==> config.mk <==
export PLATFORM = sky130hd
export DESIGN_NAME = vga_pattern_sequencer
export DESIGN_NICKNAME = d
export VERILOG_FILES = /design/src/rtl/vga_pattern_sequencer.sv
export SDC_FILE = /design/constraint.sdc
export NUM_CORES = 1
export LEC_CHECK = 0
export BUFFER_PORTS_ARGS = -buffer_cell sky130_fd_sc_hd__buf_2
export CORE_UTILIZATION = 60
export CTS_BUF_LIST = sky130_fd_sc_hd__clkbuf_16
export CTS_CLUSTER_DIAMETER = 80
export CTS_CLUSTER_SIZE = 30
export DETAILED_ROUTE_END_ITERATION = 10
export PLACE_DENSITY = 0.79
export SETUP_SLACK_MARGIN = 0.15
export SLEW_MARGIN = 20
export SYNTH_ARGS = -nofsm -noshare
export SYNTH_HDL_FRONTEND = slang
export SYNTH_SLANG_ARGS = --single-unit
==> constraint.sdc <==
create_clock -name pix_clk -period 4.6 [get_ports pix_clk]
set_clock_uncertainty 0.1 [all_clocks]
set_input_delay 0.92 -clock pix_clk [delete_from_list [all_inputs] [get_ports pix_clk]]
set_output_delay 0.92 -clock pix_clk [all_outputs]
set_load 0.01 [all_outputs]
==> src/rtl/vga_pattern_sequencer.sv <==
// Frame-synchronous VGA test-pattern controller: debounced buttons, end-of-frame commit, 6-bit RGB.
// Optional indicator overlay enabled by defining PATTERN_OSD_EN.
`timescale 1ns/1ps
module vga_pattern_sequencer #(
   parameter int unsigned H_PIXELS        = 640,
   parameter int unsigned V_PIXELS        = 480,
   parameter int unsigned DEBOUNCE_CYCLES = 250000,
   parameter int unsigned AUTO_FRAMES     = 120
) (
   input  logic       pix_clk,
   input  logic       reset,
   input  logic [3:0] buttons,
   input  logic [9:0] h_sel,
   input  logic [8:0] v_sel,
   input  logic       display_en,
   output logic [1:0] red,
   output logic [1:0] grn,
   output logic [1:0] blu,
   output logic [1:0] pattern,
   output logic       auto_mode
);

   localparam int unsigned DbW = $clog2(DEBOUNCE_CYCLES + 1);
   localparam int unsigned FcW = $clog2(AUTO_FRAMES + 1);

   logic [3:0]     sync1_q, sync2_q, db_q, db_d, db_prev_q, press;
   logic [DbW-1:0] cnt_q [4];
   logic [DbW-1:0] cnt_d [4];

   logic [1:0]     pend_pat_q, pend_pat_d, base_pat, pattern_q, pattern_d;
   logic           pend_auto_q, pend_auto_d, pend_inv_q, pend_inv_d;
   logic           auto_mode_q, auto_mode_d, invert_q, invert_d;
   logic [FcW-1:0] frame_cnt_q, frame_cnt_d;
   logic           bnd, adv;
   logic [5:0]     rgb_q, rgb_d;

   // Debounce: flip only after DEBOUNCE_CYCLES consecutive disagreeing cycles.
   always_comb begin
      for (int i = 0; i < 4; i++) begin
         db_d[i]  = db_q[i];
         cnt_d[i] = '0;
         if (sync2_q[i] != db_q[i]) begin
            if (cnt_q[i] == DbW'(DEBOUNCE_CYCLES - 1)) db_d[i] = sync2_q[i];
            else cnt_d[i] = cnt_q[i] + 1'b1;
         end
      end
   end

   assign press = db_q & ~db_prev_q;
   assign bnd   = display_en && (h_sel == 10'(H_PIXELS - 1)) && (v_sel == 9'(V_PIXELS - 1));
   assign adv   = auto_mode_q && (frame_cnt_q == FcW'(AUTO_FRAMES - 1));

   always_comb begin
      base_pat    = bnd ? pend_pat_q + {1'b0, adv} : pend_pat_q;
      pend_pat_d  = base_pat;
      if (press[0] && !press[1]) pend_pat_d = base_pat + 2'd1;
      else if (press[1] && !press[0]) pend_pat_d = base_pat - 2'd1;
      pend_auto_d = pend_auto_q ^ press[2];
      pend_inv_d  = pend_inv_q ^ press[3];
      pattern_d   = pattern_q;
      auto_mode_d = auto_mode_q;
      invert_d    = invert_q;
      frame_cnt_d = frame_cnt_q;
      if (bnd) begin
         pattern_d   = pend_pat_q + {1'b0, adv};
         auto_mode_d = pend_auto_q;
         invert_d    = pend_inv_q;
      end
      // Counter only runs while auto mode is committed, so it starts from 0 on enable.
      if (!auto_mode_q) frame_cnt_d = '0;
      else if (bnd) frame_cnt_d = adv ? '0 : frame_cnt_q + 1'b1;
   end

   always_comb begin
      rgb_d = '0;
      unique case (pattern_q)
         2'd0: rgb_d = {{2{h_sel[9]}}, {2{h_sel[8]}}, {2{h_sel[7]}}};
         2'd1: rgb_d = (h_sel > {1'b0, v_sel}) ? 6'b110000 : 6'b000011;
         2'd2: rgb_d = (h_sel[5] ^ v_sel[5]) ? 6'b111111 : 6'b000000;
         2'd3: rgb_d = {h_sel[9:8], v_sel[8:7], h_sel[9:8] ^ v_sel[8:7]};
         default: rgb_d = '0;
      endcase
      if (invert_q) rgb_d = rgb_d ^ 6'b111111;
`ifdef PATTERN_OSD_EN
      // Overlay sits above the inversion so the indicator keeps fixed colours.
      if ((v_sel < 9'd8) && (h_sel < 10'd32)) begin
         rgb_d = (h_sel[4:3] == pattern_q) ? 6'b111111 : 6'b000000;
         if (auto_mode_q && (h_sel == 10'd31) && (v_sel == 9'd7)) rgb_d = 6'b110000;
      end
`endif
      if (!display_en) rgb_d = '0;
   end

   always_ff @(posedge pix_clk or negedge reset) begin
      if (!reset) begin
         sync1_q     <= '0;
         sync2_q     <= '0;
         db_q        <= '0;
         db_prev_q   <= '0;
         for (int i = 0; i < 4; i++) cnt_q[i] <= '0;
         pend_pat_q  <= '0;
         pend_auto_q <= 1'b0;
         pend_inv_q  <= 1'b0;
         pattern_q   <= '0;
         auto_mode_q <= 1'b0;
         invert_q    <= 1'b0;
         frame_cnt_q <= '0;
         rgb_q       <= '0;
      end else begin
         sync1_q     <= buttons;
         sync2_q     <= sync1_q;
         db_q        <= db_d;
         db_prev_q   <= db_q;
         for (int i = 0; i < 4; i++) cnt_q[i] <= cnt_d[i];
         pend_pat_q  <= pend_pat_d;
         pend_auto_q <= pend_auto_d;
         pend_inv_q  <= pend_inv_d;
         pattern_q   <= pattern_d;
         auto_mode_q <= auto_mode_d;
         invert_q    <= invert_d;
         frame_cnt_q <= frame_cnt_d;
         rgb_q       <= rgb_d;
      end
   end

   assign red       = rgb_q[5:4];
   assign grn       = rgb_q[3:2];
   assign blu       = rgb_q[1:0];
   assign pattern   = pattern_q;
   assign auto_mode = auto_mode_q;

endmodule

==> Yosys cells after proc, flatten, opt, wreduce, memory -nomap -nowiden <==
Cells that the tools add are included.
{ "totals": {"inputBits": 26, "output_inout_bits": 9, "wordCells": 81, "regBits": 109} }
{ "op_classes": {"reduce_logical": 12, "addsub": 8, "order_cmp": 1, "muxes": 19, "eq_ne": 15, "n_bitwise": 7} }
{ "ops": {"columns": ["op", "n"], "rows": [
  ["$mux W18", 8],
  ["$add A18 B1 Y18 const B", 4],
  ["$eq A18 B18 Y1 const B", 4],
  ["$mux W6", 4],
  ["$pmux W6 S4", 1],
  ["$mux W7", 3],
  ["$eq A10 B10 Y1 const B", 1],
  ["$gt A10 B9 Y1", 1],
  ["$eq A9 B9 Y1 const B", 1],
  ["$reduce_and A2 Y1", 4],
  ["$add A7 B1 Y7 const B", 1],
  ["$eq A7 B7 Y1 const B", 1],
  ["$mux W2", 3],
  ["$not A6 Y6", 1],
  ["$logic_and A1 B1 Y1", 5],
  ["$and A4 B4 Y4", 1],
  ["$eq A2 B2 Y1 const B", 2],
  ["$ne A1 B1 Y1", 4],
  ["$not A4 Y4", 1],
  ["$xor A1 B1 Y1", 3],
  ["$add A2 B1 Y2", 1],
  ["$add A2 B1 Y2 const B", 1],
  ["$eq A2 B1 Y1 const B", 1],
  ["$logic_not A1 Y1", 2],
  ["4 further kinds", 4]
]} }

==> Logic depth before layout (Yosys ltp) <==
Gate-level depths: netlist of run 1.
{ "logic_depth": {"word_depth": 7, "depth_mapped": 8, "mapped_depth_nobuf": 8} }

==> Worst setup path after synthesis of run 1 <==
No wires, ideal clock.
{ "synth_path": {"path_type": "input port to flip-flop", "start": "input v_sel[3]", "end": "register rgb_q[5]", "arrival_time_ps": 2280, "required_ps": 4421, "setup_ps": 79, "stages": 8, "path_slack_ps": 2141, "n_path_buf": 0, "path_cell_list": "inv_1 ha_1 a211oi_1 o221ai_1 a211oi_1 nor3_1 a311oi_1 mux2i_1"} }
{ "synth_between": {"elab_chain_len": 6} }
{ "synth_rtl": {"columns": ["element", "line_no", "text"], "rows": [
  ["from (decl)", "14", "input logic [8:0] v_sel,"],
  ["$gt A10 B9 Y1 (*)", "78", "2'd1: rgb_d = (h_sel > {1'b0, v_sel}) ? 6'b110000 : 6'b000011;"],
  ["$mux W6 (*)", "78", null],
  ["$pmux W6 S4 (*)", "76", "unique case (pattern_q)"],
  ["$not A6 Y6 (no source line)", null, null],
  ["$mux W6 (*)", "83", "if (invert_q) rgb_d = rgb_d ^ 6'b111111;"],
  ["$mux W6 (*)", "91", "if (!display_en) rgb_d = '0;"],
  ["via rgb_d[5]", "35", "logic [5:0] rgb_q, rgb_d;"],
  ["to (signal assigned)", "122", "rgb_q <= rgb_d;"],
  ["to (decl)", "35", null]
]} }
The timed path passes the listed nets; every way through them passes the cells marked *.
A chain may end at the register's enable or synchronous reset.

==> Final worst setup path of run 1 <==
{ "layout_path": {"start": "register frame_cnt_q[0]", "end": "register pend_pat_q[1]"} }
{ "layout_between": {"elab_chain_len": 7, "elab_cells_between_ends": 8, "classes_between": "add/sub (3); eq/ne (1); mux (3); reduce/logical (1)"} }
{ "layout_rtl": {"columns": ["element", "line_no", "text"], "rows": [
  ["from (decl)", "33", "logic [FcW-1:0] frame_cnt_q, frame_cnt_d;"],
  ["from (signal assigned)", "121", "frame_cnt_q <= frame_cnt_d;"],
  ["$eq A7 B7 Y1 (*)", "51", "assign adv = auto_mode_q && (frame_cnt_q == FcW'(AUTO_FRAMES - 1));"],
  ["$logic_and A1 B1 Y1 (*)", "51", null],
  ["$add A2 B1 Y2 (*)", "54", "base_pat = bnd ? pend_pat_q + {1'b0, adv} : pend_pat_q;"],
  ["$mux W2 (*)", "54", null],
  ["$sub A2 B1 Y2", "57", "else if (press[1] && !press[0]) pend_pat_d = base_pat - 2'd1;"],
  ["$mux W2", "57", null],
  ["$mux W2 (*)", "56", "if (press[0] && !press[1]) pend_pat_d = base_pat + 2'd1;"],
  ["via pend_pat_d[1]", "30", "logic [1:0] pend_pat_q, pend_pat_d, base_pat, pattern_q, pattern_d;"],
  ["to (signal assigned)", "115", "pend_pat_q <= pend_pat_d;"],
  ["to (decl)", "30", null]
]} }
Marked as above.

==> results of run 1 <==
[logic make-up (layout without fill, tap and decap cells)]
group | Yosys count | count (layout) | share of synthesized area [%]
mux | 13 | 13 | 2.69
simple gates | 241 | 241 | 23.3
fa+ha+maj | 15 | 15 | 3.54
buf+inv | 30 | 72 | 2.24
xor+xnor | 78 | 78 | 12.9
flops | 109 | 109 | 51.4
compound gates | 33 | 33 | 3.96
[cells in the mapped netlist (all sizes together), types with 5 or more instances]
cell type	n	share of area [%]
a21oi	8	0.75
and3	15	1.8
and4	5	0.83
buf	5	0.47
dfrtp	109	51
ha	15	3.5
inv	21	1.5
mux2	7	1.5
mux2i	6	1.2
nand2	24	1.8
nand2b	9	1.1
nand3	34	3.2
nand4	15	1.8
nor2	97	6.9
nor3	9	1.1
nor4	10	1.6
o21ai	7	0.66
xnor2	47	7.8
xor2	31	5.1
[metrics by stage]
step	instance area, µm²	utilization (%)
after floorplan	5310	-
after global placement	5580	66.6
after detailed placement	5580	66.6
after CTS	5910	70.5
after global routing	5920	70.6
final	5920	70.6
[sequential cells by signal (all words and copies together) (netlist names)]
register and flops:
rgb_q 6, sync2_q 4, pend_inv_q 1, cnt_q 72, pend_pat_q 2, pattern 2, db_q 4, db_prev_q 4
frame_cnt_q 7, auto_mode 1, sync1_q 4, pend_auto_q 1, invert_q 1
[worst register-to-register path, delay by kind of cell, from the launching register on]
family                     cells  cell delay, ps
buffers and inverters          1              60
muxes                          2             470
adders and majority gates      2             590
xor gates and xnor gates       1             140
and+or+nand+nor                1             580
DFF                            1             410
[worst paths after layout]
kind / from / endpoint / slack, ps
worst max-delay path: frame_cnt_q[0] / pend_pat_q[1] / 2170
worst min-delay path: sync1_q[2] / sync2_q[2] / 250
worst max register to register: frame_cnt_q[0] / pend_pat_q[1] / 2170
worst min register to register: sync1_q[2] / sync2_q[2] / 250
max in group asynchronous: reset / cnt_q[0] / 3070
min in group asynchronous: reset / cnt_q[51] / 520
[area by class of cell]
class	instances	share of cell area, %
multi-input combinational	380	41.6
clock buffer	9	3.81
inverter	21	1.33
clock inverter	7	1.80
timing repair buffer	35	3.11
tap	105	2.22
sequential	109	46.1
[power breakdown]
part | switching [mW] | total [mW] | internal, mW
Combinational | 0.0619 | 0.0968 | 0.0349
Clock | 0.354 | 0.842 | 0.488
Sequential | 0.00945 | 0.982 | 0.972
Total | 0.426 | 1.92 | 1.49
[routing by layer]
| layer | wire [µm] | GRT usage (%) | up-vias |
|---|---|---|---|
| met5 | 0 | 0 | - |
| met4 | 97 | 6.72 | 0 |
| met3 | 370 | 4.19 | 9 |
| met2 | 4530 | 37.6 | 72 |
| met1 | 4230 | 27.3 | 1846 |
| li1 | - | - | 1845 |
==> impl_results.md, run 1 <==
* Pwr Total at 1.92 mW
* Avg WL per Cell at 13.9 µm
* Via/cell ratio at 5.66
* Num Clock Sinks at 109
* Post-CTS setup buffer count at 0
* CP bufs+invs at 1
* Slew @ Worst Pin at 735 ps
* Nets at 597
* Worst setup margin at 2170 ps
* PD cells at 325 mW/mm²
* Initial antenna violation count at 0
* Die extent in y at 96.1 µm
* Post-Layout Cell Count at 666
* Die width at 96.1 µm
* Crit path max fanout at 7
* Final Cycle Share at 52.9%
* Worst reg-to-reg path cell count at 7
* Vias in the first global route at 3643
* Final Hold Fails at 0
* DRC at 0
* Number of CTS-inserted buffers at 9
* Area of the multi-input gates at 0.00246 mm²
* Layout overhead on the synthesized area at 11.5%
* Clock Pin Slew Worst Setup and Hold Paths at 70 ps
* Cell row count at 33
* CP Launch Type: register
* FMAX at 411 MHz
* CTS tree: yes
* CP required at 4760 ps
* Setup tns final at 0 ps
* Later-pin clock latency in the skew report at 340 ps
* CP dominant cell by count: ha_1
* Peak VDD IR at 219 µV
* Post_cts resized at 0
* Worst Hold Class: reg2reg
* Crit-path cells: ha_1, inv_1, nor4_2, ha_1, mux2i_2, mux2i_1, xnor2_1
* Leakage at 2.69 nW
* Number of synthesized flops with an enable pin at 0
* Seq/Total Area, Yosys at 51.4%
* CP max-delay cell: nor4_2
* Worst hold stages at 0
* CP Capture Type: register
* WL final at 9230 µm
* DRT Pass-1 Iters at 4
* Syn Nets at 560
* Global placer's final weighted congestion at 0.905
* WP depth at 7
* Initial Utilization at 63.3%
* Diode count at 0
* I/O pins at 35
* Max_cap viols at 0
* Most frequent cells in the layout: dfrtp_1 (109), nor2_1 (97), xnor2_1 (47)
* Synth Instances at 519
* Commonest non-fill, non-tap cell in the layout: dfrtp_1
* Count of different cell masters after synthesis at 48
* Pin count of the biggest net entering global routing at 86
* Placed cell count at 650
* Post-route ant nets at 0
* Period minus WS final at 2430 ps
* Count of final setup violators at 0
* Share of layout cells above drive strength 1 at 11.8%
* Min Hold Slack at 250 ps
* Number of fill cells in the layout at 626
* First-pass GRT wire length at 15500 µm
* Post-CTS Hold Fix Bufs at 0
* Largest stage delay on the critical path at 580 ps
* CTS Buffer Depth at 2
* RSZ-0062 raised after global routing: no
* Prevailing post-synth register cell: dfrtp_1
* Via count at 3772
* Netlist Area Pre-Place at 0.00531 mm²
* CTS H-tree depth at 3
* DP Worst Slack at 1830 ps
* Port bufs at 34
* 1st-iter DRT viols at 148
* FFs w/ async S/R, synth at 100%
* Crit path max-delay family: adder cells
* Clk root buf: clkbuf_16
* Overflow after GRT at 0
* Synthesized flop and latch total at 109
* Slew HR at 51.0%
* Die area at 0.00923 mm²
* Arrival @ worst endpoint at 2590 ps
* Syn avg cell area at 10.2 µm²
* Status: complete, no violations
* Dpl hpwl at 6340 µm
* Storage cell area at 0.00273 mm²
* Warnings from Yosys at 0
* Slew Limit Fails at 0
* Core Area at 0.00838 mm²
* Crit path kind: reg2reg
* GRT Util Overall at 21.7%
Power figures use the tool's default switching activity.
==> run 2, diff against run 1 <==
ABC_AREA = 1   (was unset)
CORE_UTILIZATION = 55   (was 60)
PLACE_DENSITY = 0.76   (was 0.79)
clock period = 2.2 ns   (was 4.6 ns; I/O delays follow)
==> run 2 against run 1 <==
Against the previous run:
- wire length increased by 27%
- cell count is 36% higher
- critical path depth up 6
- global-route usage rose by 1.6 points
- maximum frequency is 25% higher
- synthesized area grew 10%
- total power grew 100%
- first-iteration DRC count rose by 130%
- flip-flop and latch count did not move
- synthesized cell count grew 39%
- critical endpoint unchanged
==> impl_results.md, run 2 <==
* Max reg flops at 72
* Die extent in y at 105 µm
* Nets at 810
* Synthesized flop and latch total at 109
* Max_cap viols at 0
* Arrival @ worst endpoint at 2100 ps
* Netlist Area Pre-Place at 0.00585 mm²
* Crit-path cells: ha_1, nand2_1, inv_1, nand2_2, nor4_4, ha_1, nand3_2, nand2_2, nand2_1, nand2_1, nand2_1, nand2_1, inv_1
* Core Area at 0.0103 mm²
* DR WL met2 at 5610 µm
* Storage cell area at 0.00273 mm²
* Largest family of logic cells by synthesized area: simple AND/OR/NAND/NOR gates
* Crit path kind: reg2reg
* CTS H-tree depth at 3
* Clk root buf: clkbuf_16
* Global placer's final weighted congestion at 0.912
* CTS Buffer Depth at 2
* GRT Util Overall at 23.2%
* Worst hold stages at 1
* Slew @ Worst Pin at 418 ps
* Final Cycle Share at 88.6%
* DRC at 0
* Share of layout cells above drive strength 1 at 11.9%
* Reg2Reg Setup Slack at 250 ps
* Number of fill cells in the layout at 877
* FMAX at 513 MHz
* Crit path max-delay family: simple AND/OR/NAND/NOR gates
* Share of Yosys cell area claimed by the top area cell type at 46.7%
* Later-pin clock latency in the skew report at 350 ps
* Diode count at 0
* Cell row count at 37
* CP dominant cell by count: nand2_1
* Hold path startpoint: buttons[0]
* 1st-iter DRT viols at 345
* Met3 Wirelength at 456 µm
* Pwr Total at 3.92 mW
* Status: complete, no violations
* DRT Pass-1 Iters at 5
* Synth Instances at 719
* CP Launch Type: register
* Seq/Total Area, Yosys at 46.7%
* Number of CTS-inserted buffers at 9
* Post-synth top cells: nand2_1 (128), nor2_1 (128), dfrtp_1 (109)
* Initial Utilization at 56.6%
* Final Hold Fails at 0
* Overflow after GRT at 0
* Worst reg-to-reg path cell count at 13
* Clock Pin Slew Worst Setup and Hold Paths at 70 ps
* Slew HR at 71.9%
* Count of different cell masters after synthesis at 34
* Post-synthesis adder-cell area fraction at 3.21%
* Num Clock Sinks at 109
* CTS tree: yes
* FFs w/ async S/R, synth at 100%
* CP max-delay cell: dfrtp_1
* WL final at 11700 µm
* Core Util, Final at 63.8%
* I/O pins at 35
* Vias in the first global route at 4781
* Pin count of the biggest net entering global routing at 46
* Warnings from Yosys at 0
* Multiplexer area fraction after synthesis at 0.770%
* Area of the multi-input gates at 0.00276 mm²
* Dpl hpwl at 8690 µm
* Highest metal used: met4
* Largest Register: cnt_q
* Post-route ant nets at 0
* Worst Hold Class: in2reg
* Initial antenna violation count at 0
* Number of synthesized flops with an enable pin at 0
* Count of final setup violators at 0
* Post-synthesis compound-gate area fraction at 4.15%
* Hold path endpoint: sync1_q[0]
* Post-synthesis simple-gate area fraction at 31.4%
* R2R Path Start: frame_cnt_q[0]
* CP required at 2350 ps
* Period minus WS final at 1950 ps
* Metal-1 WL at 5440 µm
* CP bufs+invs at 2
* Slew Limit Fails at 0
* First-pass GRT wire length at 20600 µm
* Syn Nets at 760
* Commonest non-fill, non-tap cell in the layout: nor2_1
* Via/cell ratio at 5.27
* Most frequent cells in the layout: nor2_1 (128), nand2_1 (125), dfrtp_1 (109)
* Die width at 105 µm
* Largest stage delay on the critical path at 410 ps
* Via count at 4788
* Layout overhead on the synthesized area at 12.6%
* Setup tns final at 0 ps
* Port bufs at 34
* Die area at 0.0110 mm²
* Leakage at 3.06 nW
* Area leader, netlist: dfrtp_1
* Reg2reg end: pend_pat_q[1]
* Prevailing post-synth register cell: dfrtp_1
* CP Capture Type: register
* Syn avg cell area at 8.13 µm²
* Crit path max fanout at 3
* Area contributors post-synth: dfrtp_1 (47%), nand2_1 (8.2%), nor2_1 (8.2%), inv_1 (6.4%), xor2_1 (6.0%)
* RSZ-0062 raised after global routing: yes
* Post-Synth XOR/XNOR Area at 7.04%
* Avg WL per Cell at 12.9 µm
* PD cells at 595 mW/mm²
* Peak VDD IR at 649 µV
* Top flop regs: cnt_q: 72 flops, frame_cnt_q: 7 flops, rgb_q: 6 flops
run 2: logic make-up (layout without fill, tap and decap cells):
kind of cell / Yosys count / count (layout)
AND/OR/NAND/NOR: 393 / 393
flip-flops: 109 / 109
buffers and inverters: 104 / 158
AO/OA/AOI/OAI: 47 / 47
XOR/XNOR: 47 / 47
adder cells (fa/ha/maj): 15 / 15
multiplexers: 4 / 4
run 2: worst max-delay path by stage:
stage	start	end	slack, ps	cells after the start
after floorplan	frame_cnt_q[0]	pend_pat_q[1]	330	12
after global placement	frame_cnt_q[0]	pend_pat_q[1]	220	12
after detailed placement	frame_cnt_q[0]	pend_pat_q[1]	120	12
after CTS	frame_cnt_q[0]	pend_pat_q[1]	160	12
after global routing	frame_cnt_q[1]	pend_pat_q[1]	100	12
final	frame_cnt_q[0]	pend_pat_q[1]	250	13
run 2: timing repair:
action / 4_1_cts / 5_1_grt
gates resized for setup: 1 / 7
pin swaps: 0 / 1
cloned: 0 / 0
endpoints found under the setup margin: 1 / 13
buffers inserted: 0 / 1
hold buffers: 1 / 0
hold endpoints to repair: 26 / 0
run 2: cell type report:
| class | instances | area share, % |
|---|---|---|
| Clock buffer | 9 | 3.42 |
| Clock inverter | 6 | 1.12 |
| Inverter | 100 | 5.70 |
| Multi-Input combinational cell | 506 | 41.9 |
| Sequential cell | 109 | 41.4 |
| Tap cell | 136 | 2.58 |
| Timing Repair Buffer | 43 | 3.88 |
run 2: where the power goes:
part           switching [mW]  internal (mW)  leakage [nW]  total (mW)
Clock                   0.749          0.888         0.140        1.64
Sequential             0.0190           2.03          1.47        2.05
Combinational           0.146         0.0788          1.45       0.225
Total                   0.914           3.00          3.06        3.92
run 2: routing by layer:
metal  GRT usage (%)  vias up
met4            9.76        0
li1                -     2411
met3            5.24       18
met5               0        -
met2            37.7      101
met1            30.0     2258
run 2: per-stage QoR:
| step | setup WS [ps] | instances | hold WS (ps) | instance area (µm²) |
|---|---|---|---|---|
| global placement | 222 | 892 | 234 | 6240 |
| finish | 251 | 909 | 94.3 | 6590 |
| CTS | 163 | 908 | 78.7 | 6550 |
| global route | 96.5 | 909 | 78.7 | 6590 |
| detailed placement | 116 | 892 | 236 | 6240 |
| floorplan | 330 | 719 | 44.4 | 5850 |
==> run 3, diff against run 2 <==
BUFFER_PORTS_ARGS = unset   (was -buffer_cell sky130_fd_sc_hd__buf_2)
CORE_UTILIZATION = 58   (was 55)
DONT_BUFFER_PORTS = 1   (was unset)
==> run 3 against run 2 <==
Against the previous run:
- the flow now finishes with violations (negative hold slack)
- critical path depth fell by 1
- count of clock-buffer cells in the layout did not move
- maximum frequency fell by 1.1%
- largest cell class unchanged
- cell count fell by 3.7%
- worst hold slack got worse by 420 ps
- first-iteration DRC count fell by 26%
- core utilization rose by 2.1 points
- flip-flop and latch count did not move
- register-to-register slack got worse by 20 ps
- via count fell by 2.4%
- non-clock buffer count fell by 32
==> impl_results.md, run 3 (synthesis results as in run 2) <==
* Layout overhead on the synthesized area at 10.1%
* Number of fill cells in the layout at 835
* Worst Hold Class: in2async
* WL final at 11200 µm
* Nets at 778
* Diode count at 0
* Crit-path cells: ha_2, nand2_2, inv_2, nand2_4, nor4_4, ha_1, nand3_2, nand3_2, nand2_1, nand2_1, nand2_1, inv_1
* Area of the multi-input gates at 0.00277 mm²
* CP bufs+invs at 2
* Worst reg-to-reg path cell count at 12
* FMAX at 507 MHz
* Core Util, Final at 65.8%
* Status: finished with violations
* Port bufs at 0
* CP Launch Type: register
* Die width at 102 µm
* Cell row count at 36
* Period minus WS final at 1970 ps
* Arrival @ worst endpoint at 2130 ps
* Clock Pin Slew Worst Setup and Hold Paths at 70 ps
* Slew HR at 69.4%
* R2R Path Start: frame_cnt_q[1]
* CTS tree: yes
* Most frequent cells in the layout: nor2_1 (128), nand2_1 (124), dfrtp_1 (109)
* Die area at 0.0105 mm²
* First-pass GRT wire length at 18700 µm
* Leakage at 2.94 nW
* Slew @ Worst Pin at 455 ps
* Post-route ant nets at 0
* Later-pin clock latency in the skew report at 360 ps
* Max_cap viols at 0
* Global placer's final weighted congestion at 0.918
* Pin count of the biggest net entering global routing at 110
* Crit path max-delay family: simple AND/OR/NAND/NOR gates
* Largest stage delay on the critical path at 370 ps
* GRT Util Overall at 22.9%
* Post-CTS Hold Fix Bufs at 4
* Num Clock Sinks at 109
* CP dominant cell by count: nand2_1
* 1st-iter DRT viols at 255
* Slew Limit Fails at 0
* Vias in the first global route at 4433
* RSZ-0062 raised after global routing: yes
* Max reg flops at 72
* Initial Utilization at 59.8%
* DRC at 0
* Die extent in y at 102 µm
* Final Cycle Share at 89.6%
* Via/cell ratio at 5.34
* Crit path max fanout at 3
* Crit path kind: reg2reg
* Number of CTS-inserted buffers at 9
* Failing checks: negative hold slack
* Core Area at 0.00977 mm²
* Count of final setup violators at 0
* CTS H-tree depth at 3
* Final Hold Fails at 109
* CTS Buffer Depth at 2
* PD cells at 600 mW/mm²
* Share of layout cells above drive strength 1 at 8.22%
* I/O pins at 35
* Pwr Total at 3.86 mW
* Avg WL per Cell at 12.8 µm
* Critical Path Source: frame_cnt_q[1]
* CP required at 2350 ps
* CP Capture Type: register
* Commonest non-fill, non-tap cell in the layout: nor2_1
* Min Hold Slack at -326 ps
* CP max-delay cell: dfrtp_1
* Clk root buf: clkbuf_16
* Setup tns final at 0 ps
* Largest Register: cnt_q
* Top flop regs: cnt_q: 72 flops, frame_cnt_q: 7 flops, rgb_q: 6 flops
* Peak VDD IR at 823 µV
* Storage cell area at 0.00273 mm²
* Dpl hpwl at 7940 µm
* Initial antenna violation count at 0
* Via count at 4671
* Overflow after GRT at 0
* Reg2reg end: pend_pat_q[1]
* DRT Pass-1 Iters at 4
* Reg2Reg Setup Slack at 230 ps
## run 3: worst max-delay path by stage
stage | end | slack [ps] | depth (start not counted)
floorplan | pend_pat_q[1] | 330 | 12
global placement | pend_pat_q[1] | 220 | 12
detailed placement | pend_pat_q[1] | 150 | 12
CTS | pend_pat_q[1] | 180 | 12
global route | pend_pat_q[1] | 50 | 12
finish | pend_pat_q[1] | 230 | 12
## run 3: what timing repair did
| item | 4_1_cts | 5_1_grt |
|---|---|---|
| pin swaps | 0 | 6 |
| buffers inserted | 0 | 3 |
| gates resized for setup | 1 | 11 |
| setup endpoints to repair | 1 | 2 |
| endpoints found under the hold margin | 113 | 109 |
## run 3: area by class of cell
| type | count | area share (%) |
|---|---|---|
| clock buffers | 9 | 3.50 |
| clock inverters | 7 | 1.26 |
| inverters | 100 | 5.83 |
| multi-input cells | 506 | 43.0 |
| flip-flops and latches | 109 | 42.4 |
| well taps | 133 | 2.59 |
| repair buffers | 11 | 1.44 |
## run 3: per-stage QoR
step | instance area (µm²) | hold WS, ps | std cells | worst slack, ps
final | 6440 | -326 | 875 | 229
after global routing | 6440 | -347 | 875 | 53.4
after CTS | 6380 | -341 | 872 | 179
after detailed placement | 6020 | 46.7 | 852 | 148
after global placement | 6020 | 47.4 | 852 | 223
after floorplan | 5850 | 44.4 | 719 | 330
## run 3: power breakdown
group | total [mW] | switching [mW] | internal [mW]
Combinational | 0.139 | 0.0847 | 0.0545
Clock | 1.67 | 0.765 | 0.901
Sequential | 2.06 | 0.0239 | 2.03
Total | 3.86 | 0.874 | 2.99
## run 3: routing by layer
layer	track usage, %	part of all wire, %	wire, µm	vias up
met5	0	0	0	-
met4	8.68	1.3	145	0
li1	-	-	-	2354
met3	5.88	5.1	567	12
met2	38.5	48	5430	122
met1	28.5	45	5090	2183
